`src/rtl/noc_arb_pkg.sv`:
```
// ============================================================================
// Module  : noc_arb_pkg
// Purpose : Shared word type, default width and round-robin search helper.
// Rev     : 1.0  initial release
// ============================================================================
`default_nettype none

package noc_arb_pkg;

  localparam int NOC_DATA_W  = 64;
  localparam int NOC_MAX_CPU = 16;

  typedef logic [NOC_DATA_W-1:0] noc_word_t;

  // Returns {found, index}: first set bit of vld_mask scanning from ptr, modulo n.
  function automatic logic [4:0] rr_next(input logic [3:0]  ptr,
                                         input logic [15:0] vld_mask,
                                         input int          n);
    logic [4:0] res;
    int         idx;
    res = '0;
    for (int k = 0; k < NOC_MAX_CPU; k++) begin
      idx = int'(ptr) + k;
      if (idx >= n) idx = idx - n;
      if (k < n && !res[4] && vld_mask[idx[3:0]]) res = {1'b1, idx[3:0]};
    end
    return res;
  endfunction

endpackage

`default_nettype wire

```
`src/rtl/noc_rr_pick.sv`:
```
// ============================================================================
// Module  : noc_rr_pick
// Purpose : Combinational rotate-and-find-first over CPU_NB request bits.
// Rev     : 1.0  initial release
// ============================================================================
`default_nettype none

module noc_rr_pick
  import noc_arb_pkg::*;
#(
  parameter int CPU_NB = 4,
  parameter int SRC_W  = (CPU_NB > 1) ? $clog2(CPU_NB) : 1
) (
  input  logic [SRC_W-1:0]  rr_ptr,
  input  logic [CPU_NB-1:0] vld,
  output logic [SRC_W-1:0]  winner,
  output logic              found
);

  logic [15:0] mask;
  logic [3:0]  ptr;
  logic [4:0]  res;

  assign mask   = 16'(vld);
  assign ptr    = 4'(rr_ptr);
  assign res    = rr_next(ptr, mask, CPU_NB);
  assign winner = SRC_W'(res[3:0]);
  assign found  = res[4];

endmodule

`default_nettype wire

```
`src/rtl/noc_rr_arbiter.sv`:
```
// ============================================================================
// Module  : noc_rr_arbiter
// Purpose : Round-robin merge of CPU_NB valid/ready streams into one registered
//           NOC stream. Per-source word counters exist when NOC_ARB_STATS_EN is defined.
// Rev     : 1.0  initial release
// ============================================================================
`default_nettype none

module noc_rr_arbiter
  import noc_arb_pkg::*;
#(
  parameter int CPU_NB = 4,
  parameter int DATA_W = NOC_DATA_W,
  parameter int SRC_W  = (CPU_NB > 1) ? $clog2(CPU_NB) : 1
) (
  input  logic                           clk,
  input  logic                           rst,
  input  logic [CPU_NB-1:0]              data_vld,
  output logic [CPU_NB-1:0]              data_rdy,
  input  logic [CPU_NB-1:0][DATA_W-1:0]  data,
  output logic                           out_vld,
  input  logic                           out_rdy,
  output logic [DATA_W-1:0]              out_data,
  output logic [SRC_W-1:0]               out_src
`ifdef NOC_ARB_STATS_EN
  ,
  output logic [CPU_NB-1:0][31:0]        txn_cnt
`endif
);

  logic [SRC_W-1:0] rr_ptr;
  logic [SRC_W-1:0] winner;
  logic             found;
  logic             can_load;
  logic             load;

  noc_rr_pick #(
    .CPU_NB (CPU_NB),
    .SRC_W  (SRC_W)
  ) u_pick (
    .rr_ptr (rr_ptr),
    .vld    (data_vld),
    .winner (winner),
    .found  (found)
  );

  assign can_load = !out_vld || out_rdy;
  // Held off during reset so no requester sees a handshake the register will drop.
  assign load     = !rst && can_load && found;

  generate
    for (genvar i = 0; i < CPU_NB; i++) begin : g_rdy
      assign data_rdy[i] = load && (winner == SRC_W'(i));
    end
  endgenerate

  always_ff @(posedge clk or posedge rst) begin
    if (rst) begin
      out_vld  <= 1'b0;
      out_data <= '0;
      out_src  <= '0;
      rr_ptr   <= '0;
    end else if (load) begin
      out_vld  <= 1'b1;
      out_data <= data[winner];
      out_src  <= winner;
      rr_ptr   <= (winner == SRC_W'(CPU_NB - 1)) ? '0 : winner + 1'b1;
    end else if (out_rdy) begin
      out_vld  <= 1'b0;
    end
  end

`ifdef NOC_ARB_STATS_EN
  always_ff @(posedge clk or posedge rst) begin
    if (rst) begin
      txn_cnt <= '0;
    end else if (out_vld && out_rdy) begin
      txn_cnt[out_src] <= txn_cnt[out_src] + 32'd1;
    end
  end
`endif

endmodule

`default_nettype wire

```
`config.mk`:
```
export PLATFORM = sky130hd
export DESIGN_NAME = noc_rr_arbiter
export DESIGN_NICKNAME = d
export VERILOG_FILES = /design/src/rtl/noc_arb_pkg.sv /design/src/rtl/noc_rr_pick.sv /design/src/rtl/noc_rr_arbiter.sv
export SDC_FILE = /design/constraint.sdc
export NUM_CORES = 1
export LEC_CHECK = 0
export CAP_MARGIN = 20
export CORE_AREA = 2 2 131 133
export CTS_BUF_LIST = sky130_fd_sc_hd__clkbuf_4 sky130_fd_sc_hd__clkbuf_8 sky130_fd_sc_hd__clkbuf_16
export DETAILED_ROUTE_END_ITERATION = 8
export DIE_AREA = 0 0 133 135
export PLACE_DENSITY = 0.72
export SLEW_MARGIN = 20
export SYNTH_ARGS = -nofsm -noshare
export SYNTH_HDL_FRONTEND = slang
export SYNTH_SLANG_ARGS = --single-unit
```
`constraint.sdc`:
```
create_clock -name clk -period 9.1 [get_ports clk]
set_clock_uncertainty 0.15 [all_clocks]
set_input_delay 1.365 -clock clk [delete_from_list [all_inputs] [get_ports clk]]
set_output_delay 1.365 -clock clk [all_outputs]
set_load 0.05 [all_outputs]
```
==> results of run 1 <==
## registers in the layout, summed over array words and instances (netlist names)
name / count
rr_ptr: 2
out_data: 64
out_src: 2
out_vld: 1
## cell usage in the layout (no fill, tap or decap), drive strengths merged, types with 2 or more instances in the layout
cell type and instances:
a41oi 2, clkbuf 14, mux2 5, ha 4
o21ai 3, inv 4, o211a 2, nand2 7
a41o 2, mux2i 66, nand3 2, a21boi 2
and2 67, dfrtp 69, nand2b 5, a21oi 2
nor2 67, buf 10, a221oi 127, clkdlybuf4s50 333
## where the power goes
group,switching (uW),internal [uW],leakage (uW)
logic,1620,1000,0.00264
clock network,128,211,0.000146
registers,101,468,0.000768
## layer usage
metal / vias up / routed length [um] / GRT usage (%) / share of wire [%]
met5: - / 0 / 0 / 0
met1: 2647 / 8160 / 26.6 / 40
met3: 48 / 1360 / 5.78 / 6.6
met4: 0 / 678 / 8.96 / 3.3
li1: 2594 / - / - / -
met2: 255 / 10400 / 39.6 / 51
## stage by stage
step | setup WS, ns | instance area (sq um) | cells | util [%]
5_1_grt | 2.27 | 8970 | 1028 | 54.7
6_report | 2.50 | 8970 | 1028 | 54.7
4_1_cts | 2.50 | 8950 | 1027 | 54.5
3_5_place_dp | 2.51 | 8660 | 1012 | 52.8
2_1_floorplan | 3.89 | 5280 | 510 | -
3_3_place_gp | 2.71 | 8660 | 1012 | 52.8
## kinds of logic after synthesis
kind of cell	Yosys count	share of synthesized area, %
compound gates	150	31.3
xor+xnor	1	0.166
flops	69	32.7
buf+inv	64	6.64
simple gates	150	14.3
mux	72	14.0
fa+ha+maj	4	0.949
## worst paths after layout
| kind | end | cells after the start |
|---|---|---|
| max in group asynchronous | out_data[57]$_DFFE_PP0P_ | 3 |
| max reg2reg | out_data[52]$_DFFE_PP0P_ | 10 |
| min | out_src[1]$_DFFE_PP0P_ | 1 |
| max | data_rdy[0] | 10 |
| min reg2reg | out_src[1]$_DFFE_PP0P_ | 1 |
| min in group asynchronous | rr_ptr[0]$_DFFE_PP0P_ | 3 |
## worst register-to-register path, cell delays in order, from the launching register on
cell      delay (ns)
dfrtp_1         0.65
inv_1           0.22
ha_1            0.45
mux2_2          0.26
nand3_1         0.22
a41o_1          0.33
nor2b_4         0.39
buf_4           0.57
buf_4           0.82
nor2_1          0.16
a221oi_2        0.22
## cell type report
type	instances	share of cell area [%]
repair buffers	343	38.1
clock buffers	14	3.14
flip-flops and latches	69	19.3
clock inverters	1	0.0558
inverters	4	0.167
multi-input cells	377	36.2
well taps	220	3.07
## cell usage after synthesis (2+ instances only)
library cell,instances,area (sq um)
a221oi_1,71,622
and2_1,66,413
nand2_1,7,26.3
clkbuf_1,27,101
buf_4,5,37.5
mux2_2,5,56.3
a21oi_1,2,10.0
buf_6,9,101
mux2i_1,66,661
a41oi_1,2,17.5
dfrtp_1,69,1730
a221oi_2,56,841
o21ai_0,2,10.0
buf_2,19,95.1
inv_1,4,15.0
ha_1,4,50.1
nand3_1,2,10.0
a41o_1,2,20.0
o211a_1,2,20.0
nand2b_1,5,31.3
nor2_1,67,251
==> flow_summary_export.csv, run 1 <==
group,metric,value,unit
outcome,outcome,"finished, final reports clean",
synthesis,synth-async-reset-ratio,100,%
min_path,holdCritStartpoint,"out_src[1]$_DFFE_PP0P_",
detailed_routing,viasPerCell,5.39,
critical_path,worstPathArrival,5.08,ns
synthesis,ys.flop_type,"dfrtp_1",
synthesis,synth.distinct_cells,39,
final_layout,drive_gt1_share,11.8,%
critical_path,worst_path_max_delay_cell,"clkdlybuf4s50_1",
critical_path,crit_family,"buffers and inverters",
detailed_routing,ant_nets,0,
grt,grt_first_pass_wirelength,32000,um
synthesis,synth_edf_count,0,
synthesis,yosysWarnings,0,
floorplan,io_pins,334,
power_and_ir_drop,vdd_ir_drop_max,261,uV
synthesis,synthCells,510,
placement,dp_hpwl,14800,um
grt,antenna_found_initial,0,
synthesis,syn_avg_cell_area,10.3,sq um
detailed_routing,routed_wl,20600,um
clock_tree,cts.sinks,69,
floorplan,die_w,133,um
grt,grt_pass1_vias,5792,
sta,finalSetupViolCount,0,
sta,setup_tns,0,ns
power_and_ir_drop,powerDensity,394,nW/um^2
detailed_routing,wl_per_cell,20.0,um
detailed_routing,vias,5544,
clock_tree,cts_tree,"done",
final_layout,nNetsFinal,1071,
detailed_routing,first_iter_violations,313,
clock_tree,clk_latency,0.33,ns
detailed_routing,drc,0,
grt,grt_util_all_layers,22.6,%
final_layout,multiInputGateArea,3240,sq um
critical_path,start_kind,"primary input",
final_layout,area_growth,70.0,%
critical_path,crit_fanout,66,
floorplan,fp.coreArea,16400,sq um
sta,relSlewSlack,37.9,%
clock_tree,root_buffer,"clkbuf_16",
clock_tree,clk_pin_slew,0.06,ns
sta,rsz0062_at_grt,"false",
final_layout,antennaDiodeCount,0,
placement,gp_congestion,0.851,
run,max_cap_viol_count,0,
clock_tree,cts_hold_buffers,0,
sta,timing.final.crit_period,6.60,ns
critical_path,critPathRequiredTime,7.59,ns
grt,grt_overflow_total,0,
power_and_ir_drop,power,3530,uW
critical_path,cpPeakStageDelay,0.81,ns
placement,port_buffers,333,
detailed_routing,drt_pass1_iterations,4,
sta,worst_pin_slew,0.932,ns
sta,hold-worst-slack,0.333,ns
synthesis,syn_area,5280,sq um
floorplan,start_util,32.2,%
final_layout,seqCellArea,1730,sq um
critical_path,timing.rr.start,"rr_ptr[0]$_DFFE_PP0P_",
critical_path,crit_path_start,"data_vld[2]",
floorplan,num_rows,47,
sta,clock.fmax,0.152,GHz
clock_tree,cts_resized,0,
min_path,hp-class,"flip-flop to flip-flop",
critical_path,r2r_slack,4.57,ns
critical_path,crit_buf_inv,4,
clock_tree,cts_buffers,9,
power_and_ir_drop,leakagePower,0.00355,uW
sta,fin_crit_sh,72.5,%
floorplan,die_h,135,um
critical_path,cp_cell_sequence,"clkdlybuf4s50_1 -> mux2_2 -> nand3_1 -> o221ai_4 -> buf_4 -> a21boi_4 -> buf_4 -> nand2_1 -> nor2_1 -> clkdlybuf4s50_1",
grt,grt_max_degree,70,
critical_path,crit_path_end_kind,"primary output",
final_layout,nFillCells,1394,
clock_tree,htreeDepth,3,
sta,hold_violations,0,
synthesis,yosysSeqAreaShare,32.7,%
synthesis,synth.net_count,777,
floorplan,dieArea,18000,sq um
critical_path,crit_type,"primary input to primary output",
clock_tree,clock_path_buffers,2,
clock_tree,postCtsSetupBuffers,0,
synthesis,ys_ff_latch,69,
sta,drv_slew,0,
No activity file was read; power rests on OpenSTA's default activity.
==> inputs of run 2 (changes only) <==
CORE_AREA = default   (was 2 2 131 133)
CORE_ASPECT_RATIO = 0.8   (was default)
CORE_UTILIZATION = 34   (was default)
DIE_AREA = default   (was 0 0 133 135)
PLACE_DENSITY = 0.79   (was 0.72)
clock period = 5.7 ns   (was 9.1 ns; I/O delays follow)
==> flow_summary_export.csv, run 2 (synthesis gave the netlist of run 1 again) <==
group,metric,value,unit
clock_tree,clk_pin_slew,0.05,ns
critical_path,cp-endpoint,"data_rdy[2]",
min_path,hp-class,"flip-flop to flip-flop",
placement,port_buffers,333,
critical_path,crit_path_end_kind,"primary output",
critical_path,crit_fanout,34,
critical_path,worst_path_max_delay_cell,"clkdlybuf4s50_1",
floorplan,num_rows,40,
power_and_ir_drop,seqPwrFrac,16.2,%
grt,grt_util_all_layers,24.4,%
placement,pre_cts_ws,0.807,ns
floorplan,dieArea,16000,sq um
power_and_ir_drop,clock_power_share,9.2,%
final_layout,top_regs,"out_data (64), out_src (2), rr_ptr (2)",
floorplan,io_pins,334,
clock_tree,cts_buffers,9,
detailed_routing,drt_pass1_iterations,5,
sta,setup_ws,0.508,ns
power_and_ir_drop,combPwrFrac,74.6,%
clock_tree,cts.sinks,69,
detailed_routing,drc,0,
critical_path,r2r_slack,1.25,ns
critical_path,cpPeakStageDelay,0.82,ns
power_and_ir_drop,leakagePower,0.00354,uW
power_and_ir_drop,p_int,2660,uW
detailed_routing,vias,5602,
detailed_routing,ant_nets,0,
final_layout,final_common_cell,"clkdlybuf4s50_1",
critical_path,cp.depth,8,
outcome,outcome,"finished, final reports clean",
sta,drv_slew,0,
critical_path,crit_buf_inv,2,
clock_tree,clk_latency,0.32,ns
floorplan,fp.coreArea,15100,sq um
clock_tree,htreeDepth,3,
placement,dp_hpwl,14600,um
detailed_routing,first_iter_violations,319,
clock_tree,cts_resized,0,
sta,rsz0062_at_grt,"false",
sta,hold_violations,0,
critical_path,crit_family,"buffers and inverters",
final_layout,antennaDiodeCount,0,
critical_path,start_kind,"flip-flop",
sta,timing.final.crit_period,5.19,ns
critical_path,cp_cell_sequence,"inv_1 -> ha_1 -> mux2_2 -> nand3_1 -> a41o_2 -> nand2_1 -> nor2_1 -> clkdlybuf4s50_1",
floorplan,die_w,141,um
grt,grt_max_degree,69,
critical_path,worstPathArrival,4.19,ns
clock_tree,clock_path_buffers,2,
clock_tree,cts_hold_buffers,0,
critical_path,r2r-end,"out_data[57]$_DFFE_PP0P_",
power_and_ir_drop,p_sw,2980,uW
critical_path,crit_type,"flip-flop to primary output",
clock_tree,cts_tree,"done",
sta,worst_pin_slew,0.820,ns
sta,clock.fmax,0.193,GHz
detailed_routing,routed_wl,20100,um
sta,fin_crit_sh,91.1,%
grt,grt_pass1_vias,5693,
sta,setup_tns,0,ns
final_layout,largest_reg_flops,64,
grt,antenna_found_initial,0,
final_layout,area_growth,69.5,%
grt,grt_overflow_total,0,
final_layout,drive_gt1_share,11.9,%
floorplan,die_h,113,um
final_layout,nNetsFinal,1071,
detailed_routing,wl_per_cell,19.7,um
final_layout,final_cell_mix,"332 x clkdlybuf4s50_1, 71 x a221oi_1, 69 x dfrtp_1, 67 x nor2_1",
critical_path,worstRegToRegCells,10,
sta,finalSetupViolCount,0,
sta,relSlewSlack,45.3,%
power_and_ir_drop,vdd_ir_drop_max,540,uV
power_and_ir_drop,switching_share,52.9,%
grt,grt_first_pass_wirelength,30300,um
detailed_routing,viasPerCell,5.50,
power_and_ir_drop,powerDensity,631,nW/um^2
final_layout,regMostFlops,"out_data",
critical_path,critPathRequiredTime,4.70,ns
run,max_cap_viol_count,0,
clock_tree,postCtsSetupBuffers,0,
clock_tree,root_buffer,"clkbuf_16",
placement,gp_congestion,0.899,
critical_path,timing.rr.start,"rr_ptr[0]$_DFFE_PP0P_",
floorplan,start_util,35.0,%
critical_path,crit_path_start,"rr_ptr[0]$_DFFE_PP0P_",
min_path,hold_depth,1,
## run 2: cell types whose count changed in the layout (fill, tap and decap cells not counted), sizes merged
cell | previous run | this run
clkinv | 1 | 2
clkinvlp | 0 | 2
clkbuf | 14 | 11
clkdlybuf4s50 | 333 | 332
buf | 10 | 11
## run 2: metrics by stage
stage | hold slack, ns | total power, uW | util [%] | instances | cell area [sq um]
6_report | 0.361 | 5640 | 59.4 | 1018 | 8940
5_1_grt | 0.384 | 5930 | 59.4 | 1018 | 8940
4_1_cts | 0.371 | 5660 | 59.3 | 1018 | 8940
3_5_place_dp | 0.358 | 5120 | 57.5 | 1003 | 8670
3_3_place_gp | 0.355 | 5020 | 57.5 | 1003 | 8670
2_1_floorplan | 0.564 | 3980 | - | 510 | 5280
## run 2: layout make-up
class                   instances  area, sq um
repair buffers                343         3420
clock inverters                 4         25.0
inverters                       4         15.0
clock buffers                  11          246
multi-input cells             377         3250
fillers                      1276         6120
well taps                     210          263
flip-flops and latches         69         1730
## run 2: power by group through the flow
| stage | combinational, uW | clock (uW) | sequential [uW] |
|---|---|---|---|
| finish | 4210 | 520 | 914 |
| global route | 4430 | 553 | 940 |
| CTS | 4220 | 532 | 914 |
| detailed placement | 4200 | 0 | 918 |
| global placement | 4110 | 0 | 911 |
| floorplan | 2280 | 0 | 1700 |
## run 2: how the worst min path moves through the flow
stage / slack, ns / from / endpoint
floorplan: 0.56 / rr_ptr[1]$_DFFE_PP0P_ / rr_ptr[1]$_DFFE_PP0P_
global placement: 0.36 / out_src[0]$_DFFE_PP0P_ / out_src[0]$_DFFE_PP0P_
detailed placement: 0.36 / out_src[0]$_DFFE_PP0P_ / out_src[0]$_DFFE_PP0P_
CTS: 0.37 / out_src[0]$_DFFE_PP0P_ / out_src[0]$_DFFE_PP0P_
global route: 0.38 / out_src[1]$_DFFE_PP0P_ / out_src[1]$_DFFE_PP0P_
finish: 0.36 / out_src[0]$_DFFE_PP0P_ / out_src[0]$_DFFE_PP0P_
## run 2: per-layer routing
layer | GRT usage, % | share of wire [%]
met3 | 5.33 | 7.7
met1 | 29.3 | 40
met2 | 43.8 | 50
met5 | 0 | 0
met4 | 6.81 | 2.0
